File: src/rtl/rf_write_arbiter_if.sv
// Write-port bundle between the requesters/clear control and the register-file
// write arbiter: requests, grants, clear handshake and the registered write port.
interface rf_write_arbiter_if #(
  parameter int W = 7
);
  logic         clr_start;
  logic         clr_busy;
  logic [2:0]   req;
  logic [2:0]   gnt;
  logic [3:0]   rd0;
  logic [3:0]   rd1;
  logic [3:0]   rd2;
  logic [W:0]   data0;
  logic [W:0]   data1;
  logic [W:0]   data2;
  logic [3:0]   rf_rd;
  logic [W:0]   rf_data;
  logic         rf_ena;

  modport master (
    output clr_start, req, rd0, rd1, rd2, data0, data1, data2,
    input  clr_busy, gnt, rf_rd, rf_data, rf_ena
  );

  modport slave (
    input  clr_start, req, rd0, rd1, rd2, data0, data1, data2,
    output clr_busy, gnt, rf_rd, rf_data, rf_ena
  );
endinterface

File: src/rtl/rf_write_arbiter.sv
// Round-robin arbiter for the single register-file write port, with a hardware
// clear sequence that zeroes r1..rN because the register file has no reset.
module rf_write_arbiter #(
  parameter int W = 7,
  parameter int N = 15
) (
  input  logic             clk,
  input  logic             reset,
  rf_write_arbiter_if.slave bus
);

  localparam logic [3:0] LAST_L = 4'(N);

  typedef enum logic [0:0] {
    ST_ARB   = 1'b0,
    ST_CLEAR = 1'b1
  } state_t;

  state_t     state_r, state_nxt_s;
  logic [1:0] ptr_r, ptr_nxt_s;
  logic [3:0] cnt_r, cnt_nxt_s;
  logic [3:0] rf_rd_r, rf_rd_nxt_s;
  logic [W:0] rf_data_r, rf_data_nxt_s;
  logic       rf_ena_r, rf_ena_nxt_s;
  logic       busy_r, busy_nxt_s;

  logic [2:0] gnt_s;
  logic [3:0] sel_rd_s;
  logic [W:0] sel_data_s;
  logic [1:0] win_ptr_s;

  // Rotating-priority grant; suppressed in reset and while clearing
  always_comb begin
    gnt_s = 3'b000;
    if (reset) begin
      gnt_s = 3'b000;
    end else if (state_r == ST_ARB) begin
      case (ptr_r)
        2'd0: begin
          if (bus.req[0])      gnt_s = 3'b001;
          else if (bus.req[1]) gnt_s = 3'b010;
          else if (bus.req[2]) gnt_s = 3'b100;
          else                 gnt_s = 3'b000;
        end
        2'd1: begin
          if (bus.req[1])      gnt_s = 3'b010;
          else if (bus.req[2]) gnt_s = 3'b100;
          else if (bus.req[0]) gnt_s = 3'b001;
          else                 gnt_s = 3'b000;
        end
        2'd2: begin
          if (bus.req[2])      gnt_s = 3'b100;
          else if (bus.req[0]) gnt_s = 3'b001;
          else if (bus.req[1]) gnt_s = 3'b010;
          else                 gnt_s = 3'b000;
        end
        default: gnt_s = 3'b000;
      endcase
    end else begin
      gnt_s = 3'b000;
    end
  end

  // Winner's address/data and the pointer value that follows it
  always_comb begin
    sel_rd_s   = 4'd0;
    sel_data_s = {(W+1){1'b0}};
    win_ptr_s  = ptr_r;
    case (gnt_s)
      3'b001: begin
        sel_rd_s   = bus.rd0;
        sel_data_s = bus.data0;
        win_ptr_s  = 2'd1;
      end
      3'b010: begin
        sel_rd_s   = bus.rd1;
        sel_data_s = bus.data1;
        win_ptr_s  = 2'd2;
      end
      3'b100: begin
        sel_rd_s   = bus.rd2;
        sel_data_s = bus.data2;
        win_ptr_s  = 2'd0;
      end
      default: begin
        sel_rd_s   = 4'd0;
        sel_data_s = {(W+1){1'b0}};
        win_ptr_s  = ptr_r;
      end
    endcase
  end

  // Next-state and next-output computation for both states
  always_comb begin
    state_nxt_s   = state_r;
    ptr_nxt_s     = ptr_r;
    cnt_nxt_s     = cnt_r;
    rf_rd_nxt_s   = rf_rd_r;
    rf_data_nxt_s = rf_data_r;
    rf_ena_nxt_s  = 1'b0;
    busy_nxt_s    = busy_r;
    case (state_r)
      ST_ARB: begin
        if (gnt_s != 3'b000) begin
          rf_rd_nxt_s   = sel_rd_s;
          rf_data_nxt_s = sel_data_s;
          // A write to r0 is consumed but never reaches the register file
          rf_ena_nxt_s  = (sel_rd_s != 4'd0);
          ptr_nxt_s     = win_ptr_s;
        end else begin
          rf_ena_nxt_s  = 1'b0;
        end
        if (bus.clr_start) begin
          state_nxt_s = ST_CLEAR;
          busy_nxt_s  = 1'b1;
          cnt_nxt_s   = 4'd1;
        end else begin
          state_nxt_s = ST_ARB;
          busy_nxt_s  = 1'b0;
        end
      end
      ST_CLEAR: begin
        rf_ena_nxt_s  = 1'b1;
        rf_rd_nxt_s   = cnt_r;
        rf_data_nxt_s = {(W+1){1'b0}};
        if (cnt_r >= LAST_L) begin
          state_nxt_s = ST_ARB;
          busy_nxt_s  = 1'b0;
          cnt_nxt_s   = 4'd1;
        end else begin
          state_nxt_s = ST_CLEAR;
          busy_nxt_s  = 1'b1;
          cnt_nxt_s   = cnt_r + 4'd1;
        end
      end
      default: begin
        state_nxt_s  = ST_ARB;
        busy_nxt_s   = 1'b0;
        cnt_nxt_s    = 4'd1;
        rf_ena_nxt_s = 1'b0;
      end
    endcase
  end

  // State and registered write-port outputs
  always_ff @(posedge clk) begin
    if (reset) begin
      state_r   <= ST_ARB;
      ptr_r     <= 2'd0;
      cnt_r     <= 4'd1;
      rf_rd_r   <= 4'd0;
      rf_data_r <= {(W+1){1'b0}};
      rf_ena_r  <= 1'b0;
      busy_r    <= 1'b0;
    end else begin
      state_r   <= state_nxt_s;
      ptr_r     <= ptr_nxt_s;
      cnt_r     <= cnt_nxt_s;
      rf_rd_r   <= rf_rd_nxt_s;
      rf_data_r <= rf_data_nxt_s;
      rf_ena_r  <= rf_ena_nxt_s;
      busy_r    <= busy_nxt_s;
    end
  end

  assign bus.gnt      = gnt_s;
  assign bus.rf_rd    = rf_rd_r;
  assign bus.rf_data  = rf_data_r;
  assign bus.rf_ena   = rf_ena_r;
  assign bus.clr_busy = busy_r;

endmodule

File: src/flat_wrapper.sv
// flat-port wrapper written by rule: the top's interface ports become plain ports
module rf_write_arbiter_flat 
#(
  parameter int W = 7,
  parameter int N = 15
)
  (clk, reset, bus_clr_start, bus_req, bus_rd0, bus_rd1, bus_rd2, bus_data0, bus_data1, bus_data2, bus_clr_busy, bus_gnt, bus_rf_rd, bus_rf_data, bus_rf_ena);
  rf_write_arbiter_if #(.W(W)) bus_i ();
  input  logic clk;
  input  logic reset;
  input wire logic [$bits(bus_i.clr_start)-1:0] bus_clr_start;
  input wire logic [$bits(bus_i.req)-1:0] bus_req;
  input wire logic [$bits(bus_i.rd0)-1:0] bus_rd0;
  input wire logic [$bits(bus_i.rd1)-1:0] bus_rd1;
  input wire logic [$bits(bus_i.rd2)-1:0] bus_rd2;
  input wire logic [$bits(bus_i.data0)-1:0] bus_data0;
  input wire logic [$bits(bus_i.data1)-1:0] bus_data1;
  input wire logic [$bits(bus_i.data2)-1:0] bus_data2;
  output wire logic [$bits(bus_i.clr_busy)-1:0] bus_clr_busy;
  output wire logic [$bits(bus_i.gnt)-1:0] bus_gnt;
  output wire logic [$bits(bus_i.rf_rd)-1:0] bus_rf_rd;
  output wire logic [$bits(bus_i.rf_data)-1:0] bus_rf_data;
  output wire logic [$bits(bus_i.rf_ena)-1:0] bus_rf_ena;
  assign bus_i.clr_start = bus_clr_start;
  assign bus_i.req = bus_req;
  assign bus_i.rd0 = bus_rd0;
  assign bus_i.rd1 = bus_rd1;
  assign bus_i.rd2 = bus_rd2;
  assign bus_i.data0 = bus_data0;
  assign bus_i.data1 = bus_data1;
  assign bus_i.data2 = bus_data2;
  assign bus_clr_busy = bus_i.clr_busy;
  assign bus_gnt = bus_i.gnt;
  assign bus_rf_rd = bus_i.rf_rd;
  assign bus_rf_data = bus_i.rf_data;
  assign bus_rf_ena = bus_i.rf_ena;
  rf_write_arbiter #(.W(W), .N(N)) u_core (.clk(clk), .reset(reset), .bus(bus_i));
endmodule
File: config.mk
export PLATFORM = sky130hd
export DESIGN_NAME = rf_write_arbiter_flat
export DESIGN_NICKNAME = d
export VERILOG_FILES = /design/src/rtl/rf_write_arbiter_if.sv /design/src/rtl/rf_write_arbiter.sv /design/src/flat_wrapper.sv
export SDC_FILE = /design/constraint.sdc
export NUM_CORES = 1
export LEC_CHECK = 0
export BUFFER_PORTS_ARGS = -buffer_cell sky130_fd_sc_hd__buf_2
export CORE_MARGIN = 1.5
export CORE_UTILIZATION = 35
export DETAILED_ROUTE_END_ITERATION = 10
export PLACE_DENSITY = 0.76
export SLEW_MARGIN = 5
export SYNTH_ARGS = -nofsm -noshare
export SYNTH_HDL_FRONTEND = slang
export SYNTH_SLANG_ARGS = --single-unit
File: constraint.sdc
create_clock -name clk -period 1.6 [get_ports clk]
set_clock_uncertainty 0.15 [all_clocks]
set_input_delay 0.32 -clock clk [delete_from_list [all_inputs] [get_ports clk]]
set_output_delay 0.32 -clock clk [all_outputs]
set_load 0.05 [all_outputs]
* After elaboration in Yosys (flattened, before gate mapping) *
Cells that the tools add are included.
Widths: inputs -> output; s select.

word-level totals
  register bits after elaboration = 20
  input port bits = 42
  output and inout port bits = 17
  word-level logic and storage cells = 48

cells by class
  $add $sub $neg = 1
  $lt $le $gt $ge = 1
  equality and inequality tests = 7
  mux-type cells = 27
  bitwise operators = 1
  reduce and logical (&&, ||, !) cells = 5

operator list
  operator             count
  $mux 3               9
  $pmux 8 s3           1
  $pmux 4 s2           2
  $pmux 8 s2           1
  $mux 4               3
  $pmux 4 s3           1
  $pmux 3 s3           1
  $mux 8               1
  $pmux 2 s3           1
  $reduce_bool 3->1    2
  $add 4x1->4 const B  1
  $ge 4x4->1 const B   1
  $mux 1               4
  $ne 2x2->1 const B   2
  $pmux 1 s2           2
  $reduce_bool 4->1    1
  $eq 3x1->1 const B   1
  $eq 3x2->1 const B   1
  $eq 3x3->1 const B   1
  $reduce_and 3->1     1
  $eq 2x1->1 const B   1
  $eq 2x2->1 const B   1
  $logic_not 2->1      1
  $mux 2               1
  $not 1->1            1

* Longest topological paths before layout *
Gate-level depths: netlist (run 1).

  word-level depth = 11
  mapped depth = 8
  depth with buffers taken out = 6

* Worst setup path before layout (run 1) *
No wires, ideal clock.

  kind = register to register
  from = register, netlist name u_core.bus.clr_busy
  to = register u_core.rf_data_r[0], in the netlist u_core.bus.rf_data[0]
  library setup time = 0.132 ns
  arrival time = 1.846 ns
  required time = 1.318 ns
  setup slack = -0.529 ns
  cell stages (with the launch flop) = 7
  buffers on the path = 2
  period minus slack after synthesis = 2.129 ns
  cell sequence = dfxtp_1 buf_2 nor2_1 o211a_4 buf_2 a222oi_1 a21oi_1

RTL lines
  what                    RTL line                 source
  end signal: assignment  rf_write_arbiter.sv:152  rf_data_r <= {(W+1){1'b0}};
  end signal: assignment  rf_write_arbiter.sv:160  rf_data_r <= rf_data_nxt_s;
  end: declaration        rf_write_arbiter.sv:23   logic [W:0] rf_data_r, rf_data_nxt_s;

* Final worst setup path (run 1) *
  from = register u_core.ptr_r[1]
  to = output bus_gnt[2]

on the way
  cells in the longest elaborated chain, start to end = 4
  elaborated cells between the ends (all ways) = 6
  those cells by class = eq/ne: 2; mux: 3; reduce/logical: 1

ends and longest elaborated chain
  what                                      RTL line                 source
  start: declaration                        rf_write_arbiter.sv:20   logic [1:0] ptr_r, ptr_nxt_s;
  start signal: assignment                  rf_write_arbiter.sv:157  ptr_r <= ptr_nxt_s;
  $eq 2x2->1, or another cell as far along  rf_write_arbiter.sv:38   case (ptr_r)
  $pmux 3 s3 (*)                            rf_write_arbiter.sv:38
  $mux 3 (*)                                rf_write_arbiter.sv:37   end else if (state_r == ST_ARB) begin
  $mux 3 (*)                                rf_write_arbiter.sv:35   if (reset) begin
  end: declaration                          flat_wrapper.sv:20       output wire logic [$bits(bus_i.gnt)-1:0] bus_gnt;

Mark *: on every way between the ends. The rest lies on a longest branch, timed or not.

==> out/results.txt, run 1 <==
top-area cell type share of the netlist area: 41.13%
ys async rst share: 0%
fin cells: 219
post-route cell area: 1685 sq um
clock buffer count from CTS: 3
IO buf count: 58
CTS clk-pin slew, worst paths: 0.11 ns
worst slack, placed: -0.2234 ns
Slew headroom: 75.49%
ant diodes: 0
PnR worst setup slack: -0.2433 ns
Routed Antenna Nets: 0
Critical path origin: u_core.ptr_r[1]
initial cell density of the core: 38.25%
Critical Path Sink Type: primary output
Synth Register Bits: 20
drt drc: 0
DP Wirelength: 2411 microns
vias: 1212
gpl congestion: 0.8483
share of post-route cells with drive strength above 1: 60.32%
Initial DRC Count: 75
CP required: 1.13 ns
Post-Place Cells: 208
final wirelength: 3174 microns
area leader, netlist: dfxtp_1
setup violators final: 17
Area contributors post-synth: dfxtp_1, a222oi_1, a21oi_1
unrepaired setup endpoints after global routing: true
Cells after Synth: 108
crit-path max FO: 9
total power draw: 0.001353 W
fmax: 0.5425 GHz
Final Critical Period: 1.843 ns
# rows: 18
pin count of the biggest net entering global routing: 18
IO Pins: 59
Die Area: 3106 sq um
clk sink count: 20
crit path kind: reg -> out
area of the core: 2545 sq um
Area Overhead vs Synth: 73.14%
Final Hold Vio Count: 0
sequential element share of the synthesized area: 41.13%
VDD IR-drop max: 0.6037 mV
WL per Instance: 14.49 microns
chip width: 55.74 microns
clock root buffer: clkbuf_4
gr ovfl total: 0
Vias/cell: 5.534
antenna violations before repair: 0
mapped cell area: 973.4 sq um
vias in the first global route: 1170
H-tree depth: 1
top_reg_cell synth: dfxtp_1
Arr. time, crit path: 1.37 ns
failing checks: negative setup slack
Leakage: 0.7436 nW
actual slew at the worst max-slew pin: 0.3676 ns
post-place instance area: 1439 sq um
Die Y-Extent: 55.74 microns
first-pass GRT wire length: 5112 microns
TritonCTS clock tree: done
nets@finish: 233
Syn Nets: 151
status: finished, violations left
Post-synth EDFFs: 0
Core Util, Final: 66.22%
CP Launch Type: register
Final Slew Violations: 0
clk_lat worst skew: 0.30 ns
crit share post-route: 115.2%
maxcap violations: 0
synth unique cells: 28
Ys Warns: 0
Power Density: 803.0 nW/um^2
maximum clock insertion buffer count: 2
R2R Path Start: u_core.ptr_r[0]
DRT Pass-1 Iters: 5
HP Class: in -> reg
hold_sp: bus_data2[0]
total global-route track usage: 20.73%
syn_area_per_cell: 9.013 sq um
[cells in the mapped netlist (2+ instances only)]
cell type / instances
nor3_1: 4
nor2b_1: 2
nand2_1: 13
nor2_1: 8
nand2b_1: 2
a22oi_1: 3
nand3_1: 2
a41oi_1: 2
clkbuf_1: 3
a21oi_1: 14
a31oi_1: 3
a222oi_1: 11
dfxtp_1: 20
buf_2: 4
o21bai_1: 3
o21ai_0: 2
[flip-flops by register name, indices dropped and copies added (netlist names)]
register	cells
u_core.bus.rf_rd	4
u_core.cnt_r	4
u_core.ptr_r	2
u_core.bus.rf_ena	1
u_core.bus.rf_data	8
u_core.bus.clr_busy	1
[placed cells by master, fill, tap and decap left out, drive strengths merged]
cell type  Yosys  layout
a211oi         1       1
a21oi         15      15
a221oi         1       1
a222oi        11      11
a22oi          3       3
a31oi          3       3
a41oi          2       2
and4           1       1
buf            5      85
clkbuf         3       4
dfxtp         20      20
ha             1       1
mux2i          1       1
nand2         13      13
nand2b         2       2
nand3          2       2
nor2           9       9
nor2b          2       2
nor3           5       5
nor3b          1       1
nor4           1       1
o211a          1       1
o21ai          2       2
o21bai         3       3
[path summary, 6_finish.rpt]
check | to | slack (ns) | depth (start not counted)
worst max-delay path | bus_gnt[2] | -0.24 | 5
worst min-delay path | u_core.bus.rf_data[0] | 0.15 | 3
worst max register to register | u_core.bus.rf_rd[2] | -0.22 | 8
worst min register to register | u_core.bus.rf_data[0] | 0.31 | 2
[per-layer routing]
layer	vias up	share of wire, %	GRT usage [%]
met1	566	36	23.03
met5	-	0	0
met4	0	2.0	9.059
li1	588	-	-
met3	6	7.2	3.488
met2	52	54	38.27
[layout make-up]
type	instances	area, sq um
Clock buffer	4	47.55
Fill cell	207	859.6
Multi-Input combinational cell	80	631.9
Sequential cell	20	411.6
Tap cell	30	37.54
Timing Repair Buffer	85	556.8
[stage by stage]
step / hold slack [ns] / setup TNS [ns]
floorplan: 0.3333 / -0.9165
global placement: 0.2931 / -2.094
detailed placement: 0.2957 / -2.749
CTS: 0.1412 / -2.824
global route: 0.1375 / -5.042
finish: 0.1508 / -3.354
[logic make-up after synthesis]
logic type | share of synthesized area [%]
AOI/OAI and AO/OA | 32.26
adders and majority gates | 1.285
buffers and inverters | 4.370
DFF | 41.13
muxes | 1.028
and+or+nand+nor | 19.92
[power breakdown]
group	switching (W)	internal, W
Sequential	0.0000268	0.000530
Clock	0.000156	0.000191
Combinational	0.000256	0.000194
Total	0.000439	0.000914
[timing repair]
| action | 4_1_cts | 5_1_grt |
|---|---|---|
| hold buffers | 0 | 0 |
| pin swaps | 13 | 6 |
| resized for setup | 25 | 10 |
| buffers inserted | 5 | 2 |
| endpoints found under the setup margin | 18 | 19 |
[worst max-delay path: stages, from the launching register on]
cell and delay [ns]:
dfxtp_4 0.41, nor2b_2 0.19, a21oi_4 0.05, nor2_4 0.12
buf_6 0.16, buf_8 0.15
No activity file was read; power rests on OpenSTA's default activity.
==> run 2, diff against run 1 <==
--- a/config.mk
+++ b/config.mk
@@ -9,4 +9,5 @@
 export CORE_MARGIN = 1.5
 export CORE_UTILIZATION = 35
+export CTS_CLUSTER_SIZE = 25
 export DETAILED_ROUTE_END_ITERATION = 10
 export PLACE_DENSITY = 0.76
==> constraint.sdc (replaced) <==
create_clock -name clk -period 1.6 [get_ports clk]
set_clock_uncertainty 0.15 [all_clocks]
set_input_delay 0.08 -clock clk [delete_from_list [all_inputs] [get_ports clk]]
set_output_delay 0.08 -clock clk [all_outputs]
set_load 0.05 [all_outputs]
==> run 2 against run 1 <==
Effect of this change: the run still ends with negative setup slack left; cell count grew 9.6%; sequential power about the same; non-clock buffer count grew 21; utilization grew 7.2 points; power grew 4.3%; largest cell class is now buffers; highest routed layer unchanged.
==> out/results.txt, run 2 (synthesized netlist as in run 1, its figures left out) <==
Slew headroom: 72.35% (-3.1 points)
CP required: 1.37 ns (+0.24 ns)
crit-path max FO: 7 (-2)
Leakage: 0.8233 nW (+11%)
Critical path origin: u_core.ptr_r[0]
initial cell density of the core: 38.25% (unchanged)
clk sink count: 20 (unchanged)
setup violators final: 18 (+1)
Post-Route Setup TNS: -2.238 ns (+1.116 ns)
VDD IR-drop max: 0.6693 mV (+11%)
CP delay by family, top: buffers and inverters
IO buf count: 58 (unchanged)
post-place instance area: 1379 sq um (-4.2%)
Seq. cell area: 411.6 sq um (unchanged)
Core Util, Final: 73.45% (+7.2 points)
antenna violations before repair: 0 (unchanged)
Top cell by count, worst path: buf_6
failing checks: negative setup slack
maximum clock insertion buffer count: 2 (unchanged)
unrepaired setup endpoints after global routing: true
Final Hold Vio Count: 0 (unchanged)
vias in the first global route: 1416 (+21%)
area of the core: 2545 sq um (unchanged)
pin count of the biggest net entering global routing: 21 (+3)
crit-path cells: buf_4 > nor2b_4 > a21oi_4 > nor2_4 > buf_6 > buf_6
crit path kind: reg -> out
Die Y-Extent: 55.74 microns (unchanged)
share of post-route cells with drive strength above 1: 49.52% (-11 points)
IO Pins: 59 (unchanged)
clk_lat worst skew: 0.31 ns (about the same)
actual slew at the worst max-slew pin: 0.4148 ns (+0.04711 ns)
clock root buffer: clkbuf_4
commonest non-fill, non-tap cells in the layout: buf_2, dlygate4sd3_1, dfxtp_1
DP Wirelength: 2260 microns (-6.2%)
TritonCTS clock tree: done
multi-input gate area in the final layout: 606.8 sq um (-4.0%)
Initial DRC Count: 108 (+44%)
vias: 1367 (+13%)
status: finished, violations left
nets@finish: 254 (+9.0%)
Power Density: 754.9 nW/um^2 (-6.0%)
R2R Path Start: u_core.ptr_r[0]
total global-route track usage: 26.58% (+5.9 points)
CP peak stage delay: 0.38 ns (-0.03 ns)
first-pass GRT wire length: 6423 microns (+26%)
PnR worst setup slack: -0.1890 ns (+0.05433 ns)
maxcap violations: 0 (unchanged)
fillers: 182 (-12%)
total power draw: 0.001411 W (+4.3%)
# rows: 18 (unchanged)
gpl congestion: 0.8044 (-5.2%)
max reg flops: 8 (unchanged)
Final Critical Period: 1.789 ns (-0.05434 ns)
H-tree depth: 1 (unchanged)
Critical Path Sink Type: primary output
HP Class: in -> reg
Vias/cell: 5.696 (+2.9%)
post-route cell area: 1869 sq um (+11%)
chip width: 55.74 microns (unchanged)
fmax: 0.5590 GHz (+3.0%)
CP Launch Type: register
Final Slew Violations: 0 (unchanged)
drt drc: 0 (unchanged)
WL per Instance: 18.06 microns (+25%)
CTS clk-pin slew, worst paths: 0.12 ns (about the same)
Die Area: 3106 sq um (unchanged)
Routed Antenna Nets: 0 (unchanged)
slowest CP cell: dfxtp_4
crit share post-route: 111.8% (-3.4 points)
final wirelength: 4335 microns (+37%)
Arr. time, crit path: 1.56 ns (+0.19 ns)
commonest non-fill, non-tap cell in the layout: buf_2
ant diodes: 0 (unchanged)
CP Buf/Inv Count: 3 (+1)
hold_sp: bus_rd0[2]
DRT Pass-1 Iters: 6 (+1)
gr ovfl total: 0 (unchanged)
clock buffer count from CTS: 3 (unchanged)
Area Overhead vs Synth: 92.03%
==> run 2: metrics by stage <==
step / worst slack [ns] / instances / hold slack [ns]
6_report: -0.1890 / 240 / 0.02762
5_1_grt: -0.2646 / 240 / 0.07784
4_1_cts: -0.1081 / 235 / 0.01795
3_5_place_dp: -0.1609 / 200 / 0.2150
3_3_place_gp: -0.1296 / 200 / 0.2054
2_1_floorplan: -0.09033 / 108 / 0.09329
==> run 2: area by class of cell <==
class	instances	share of cell area (%)
multi-input cells	80	32.46
repair buffers	106	40.96
clock buffers	4	2.544
flip-flops and latches	20	22.02
well taps	30	2.008
==> run 2: final timing paths <==
| check | endpoint | slack, ns | cells past startpoint |
|---|---|---|---|
| setup reg to reg | u_core.bus.rf_ena | -0.16 | 7 |
| hold / removal | u_core.bus.rf_rd[2] | 0.03 | 3 |
| setup / recovery | bus_gnt[2] | -0.19 | 6 |
| hold reg to reg | u_core.bus.rf_data[7] | 0.33 | 2 |
==> run 2: tightest hold or removal path: stages <==
cell      delay, ns
buf_2          0.09
a221oi_2       0.06
a211oi_1       0.21
==> run 2: routing by layer <==
metal  vias up  global-route usage [%]  routed length [microns]
li1        626                       -                        -
met1       655                   24.39                     1456
met2        68                   51.02                     2428
met3        18                   5.814                      246
met4         0                   18.12                      204
met5         -                       0                        0
==> run 2: power by group <==
| group | internal [W] | leakage, nW | switching [W] |
|---|---|---|---|
| registers | 0.000530 | 0.166 | 0.0000254 |
| clock network | 0.000191 | 0.0261 | 0.000171 |
| logic | 0.000220 | 0.631 | 0.000274 |
| total | 0.000940 | 0.823 | 0.000471 |
==> run 2: timing repair <==
item                                   CTS  global route
gates cloned                             1             0
gates resized for setup                 16            13
endpoints found under the hold margin   10             0
pin swaps                                4            12
setup endpoints to repair               18            18
setup buffers                            5             6
hold buffers                            25             0
==> run 3, diff against run 2 <==
Settings changed: CELL_PAD_IN_SITES_DETAIL_PLACEMENT set to 1, CELL_PAD_IN_SITES_GLOBAL_PLACEMENT set to 1, CORE_UTILIZATION 35 to 26, PLACE_DENSITY 0.76 to 0.79, TNS_END_PERCENT set to 100.
==> run 3 against run 2 <==
Effect of this change: the flow still finishes with violations (negative setup slack); maximum frequency increased by 1.7%; wire length is 3.6% lower; clock-buffer cell count stayed put.
==> out/results.txt, run 3 (synthesized netlist as in run 1, its figures left out) <==
status: finished, violations left
failing checks: negative setup slack
maximum clock insertion buffer count: 2 (unchanged)
CP Buf/Inv Count: 1 (-2)
Post-Place Cells: 217 (+8.5%)
CP required: 1.61 ns (+0.24 ns)
IO Pins: 59 (unchanged)
HP Class: in -> reg
share of post-route cells with drive strength above 1: 48.02% (-1.5 points)
Switching Fraction: 32.62% (-0.74 points)
H-tree depth: 1 (unchanged)
Net Sw Power: 0.0004903 W (+4.2%)
IO buf count: 58 (unchanged)
Power Density: 804.2 nW/um^2 (+6.5%)
part of the power in combinational logic: 31.6% (-3.4 points)
Post-Route Setup TNS: -1.555 ns (+0.6835 ns)
Int Power: 0.001013 W (+7.7%)
vias: 1267 (-7.3%)
chip width: 64.19 microns (+15%)
commonest non-fill, non-tap cells in the layout: buf_2, dlygate4sd3_1, dfxtp_1
Final Slew Violations: 0 (unchanged)
gpl congestion: 0.8111 (+0.83%)
Arr. time, crit path: 1.77 ns (+0.21 ns)
fmax: 0.5684 GHz (+1.7%)
vias in the first global route: 1321 (-6.7%)
crit-path cells: nand2b_4 > nand3_4 > nor3_4 > buf_6 > a222oi_1 > and4_1 > nor3_2
WL per Instance: 16.71 microns (-7.5%)
VDD IR-drop max: 0.3509 mV (-48%)
Final Hold Vio Count: 0 (unchanged)
maxcap violations: 0 (unchanged)
setup violators final: 16 (-2)
Routed Antenna Nets: 0 (unchanged)
Sequential Power Share: 37.4% (-2.0 points)
crit path kind: reg -> reg
first-pass GRT wire length: 6637 microns (+3.3%)
actual slew at the worst max-slew pin: 0.4000 ns (-0.01478 ns)
commonest non-fill, non-tap cell in the layout: buf_2
Die Area: 4120 sq um (+33%)
worst slack, placed: -0.1944 ns (-0.03344 ns)
clock root buffer: clkbuf_8
PnR worst setup slack: -0.1593 ns (+0.02968 ns)
area of the core: 3633 sq um (+43%)
antenna violations before repair: 0 (unchanged)
slowest CP cell: dfxtp_4
DRT Pass-1 Iters: 4 (-2)
Leakage: 0.7893 nW (-4.1%)
Area Overhead vs Synth: 92.03% (unchanged)
crit share post-route: 110.0% (-1.9 points)
CTS clk-pin slew, worst paths: 0.08 ns (-0.04 ns)
Slew headroom: 73.33% (+0.99 points)
gr ovfl total: 0 (unchanged)
Final Critical Period: 1.759 ns (-0.02968 ns)
total global-route track usage: 20.78% (-5.8 points)
CP delay by family, top: simple AND/OR/NAND/NOR gates
drt drc: 0 (unchanged)
final wirelength: 4177 microns (-3.6%)
nets@finish: 246 (-3.1%)
CP peak stage delay: 0.38 ns (about the same)
clock share of power: 31.0% (+5.3 points)
Initial DRC Count: 68 (-37%)
clk_lat worst skew: 0.27 ns (-0.04 ns)
pin count of the biggest net entering global routing: 21 (unchanged)
clk sink count: 20 (unchanged)
ant diodes: 0 (unchanged)
unrepaired setup endpoints after global routing: true
clock buffer count from CTS: 3 (unchanged)
fin cells: 250 (+4.2%)
Vias/cell: 5.068 (-11%)
crit-path max FO: 5 (-2)
Die Y-Extent: 64.19 microns (+15%)
TritonCTS clock tree: done
total power draw: 0.001503 W (+6.5%)
CP Launch Type: register
initial cell density of the core: 26.79% (-11 points)
max reg flops: 8 (unchanged)
# rows: 22 (+4)
Critical Path Sink Type: register
DP Wirelength: 2629 microns (+16%)
-- run 3: cell count changes in the layout (fill, tap and decap cells not counted), sizes merged --
cell  previous run  this run
buf             81        73
-- run 3: metal layers --
layer / track usage (%) / wire length (microns) / vias up
met2: 41.54 / 2241 / 50
met5: 0 / 0 / -
li1: - / - / 612
met4: 4.787 / 34 / 0
met3: 4.049 / 253 / 5
met1: 21.95 / 1647 / 600
-- run 3: cell type report --
| cell class | instances | area (sq um) |
|---|---|---|
| Multi-Input combinational cell | 80 | 618.1 |
| Sequential cell | 20 | 411.6 |
| Timing Repair Buffer | 98 | 713.2 |
| Tap cell | 48 | 60.06 |
| Clock buffer | 4 | 66.31 |
| Fill cell | 419 | 1764 |
-- run 3: power groups by stage --
stage	logic, W	registers (W)	clock network (W)
6_report	0.000475	0.000562	0.000466
5_1_grt	0.000508	0.000567	0.000497
4_1_cts	0.000447	0.000560	0.000470
3_5_place_dp	0.000374	0.000571	0
3_3_place_gp	0.000362	0.000569	0
2_1_floorplan	0.000161	0.000653	0
-- run 3: metrics by stage --
stage	cell area, sq um	utilization (%)	hold WS (ns)
after floorplan	1037	-	0.09329
after global placement	1394	38.36	0.2105
after detailed placement	1394	38.36	0.2163
after CTS	1802	49.59	0.09097
after global routing	1869	51.45	0.1149
final	1869	51.45	0.09937
-- run 3: final timing paths --
| path | slack (ns) | end | depth (start not counted) | from |
|---|---|---|---|---|
| worst max-delay path | -0.16 | u_core.bus.rf_ena | 7 | u_core.ptr_r[0] |
| worst min-delay path | 0.1 | u_core.bus.rf_rd[1] | 4 | bus_rd2[1] |
| worst max register to register | -0.16 | u_core.bus.rf_ena | 7 | u_core.ptr_r[0] |
| worst min register to register | 0.31 | u_core.bus.rf_data[2] | 2 | u_core.bus.rf_data[2] |
-- run 3: repair_timing --
item | 4_1_cts | 5_1_grt
gates resized for setup | 20 | 11
buffers inserted | 3 | 4
pin swaps | 6 | 5
endpoints found under the setup margin | 18 | 18
hold buffers | 25 | 0
endpoints found under the hold margin | 9 | 0
gates cloned | 0 | 0
-- run 3: worst min-delay path, delay by kind of cell --
| family | cells | cell delay, ns |
|---|---|---|
| buf+inv | 2 | 0.23 |
| compound gates | 2 | 0.18 |
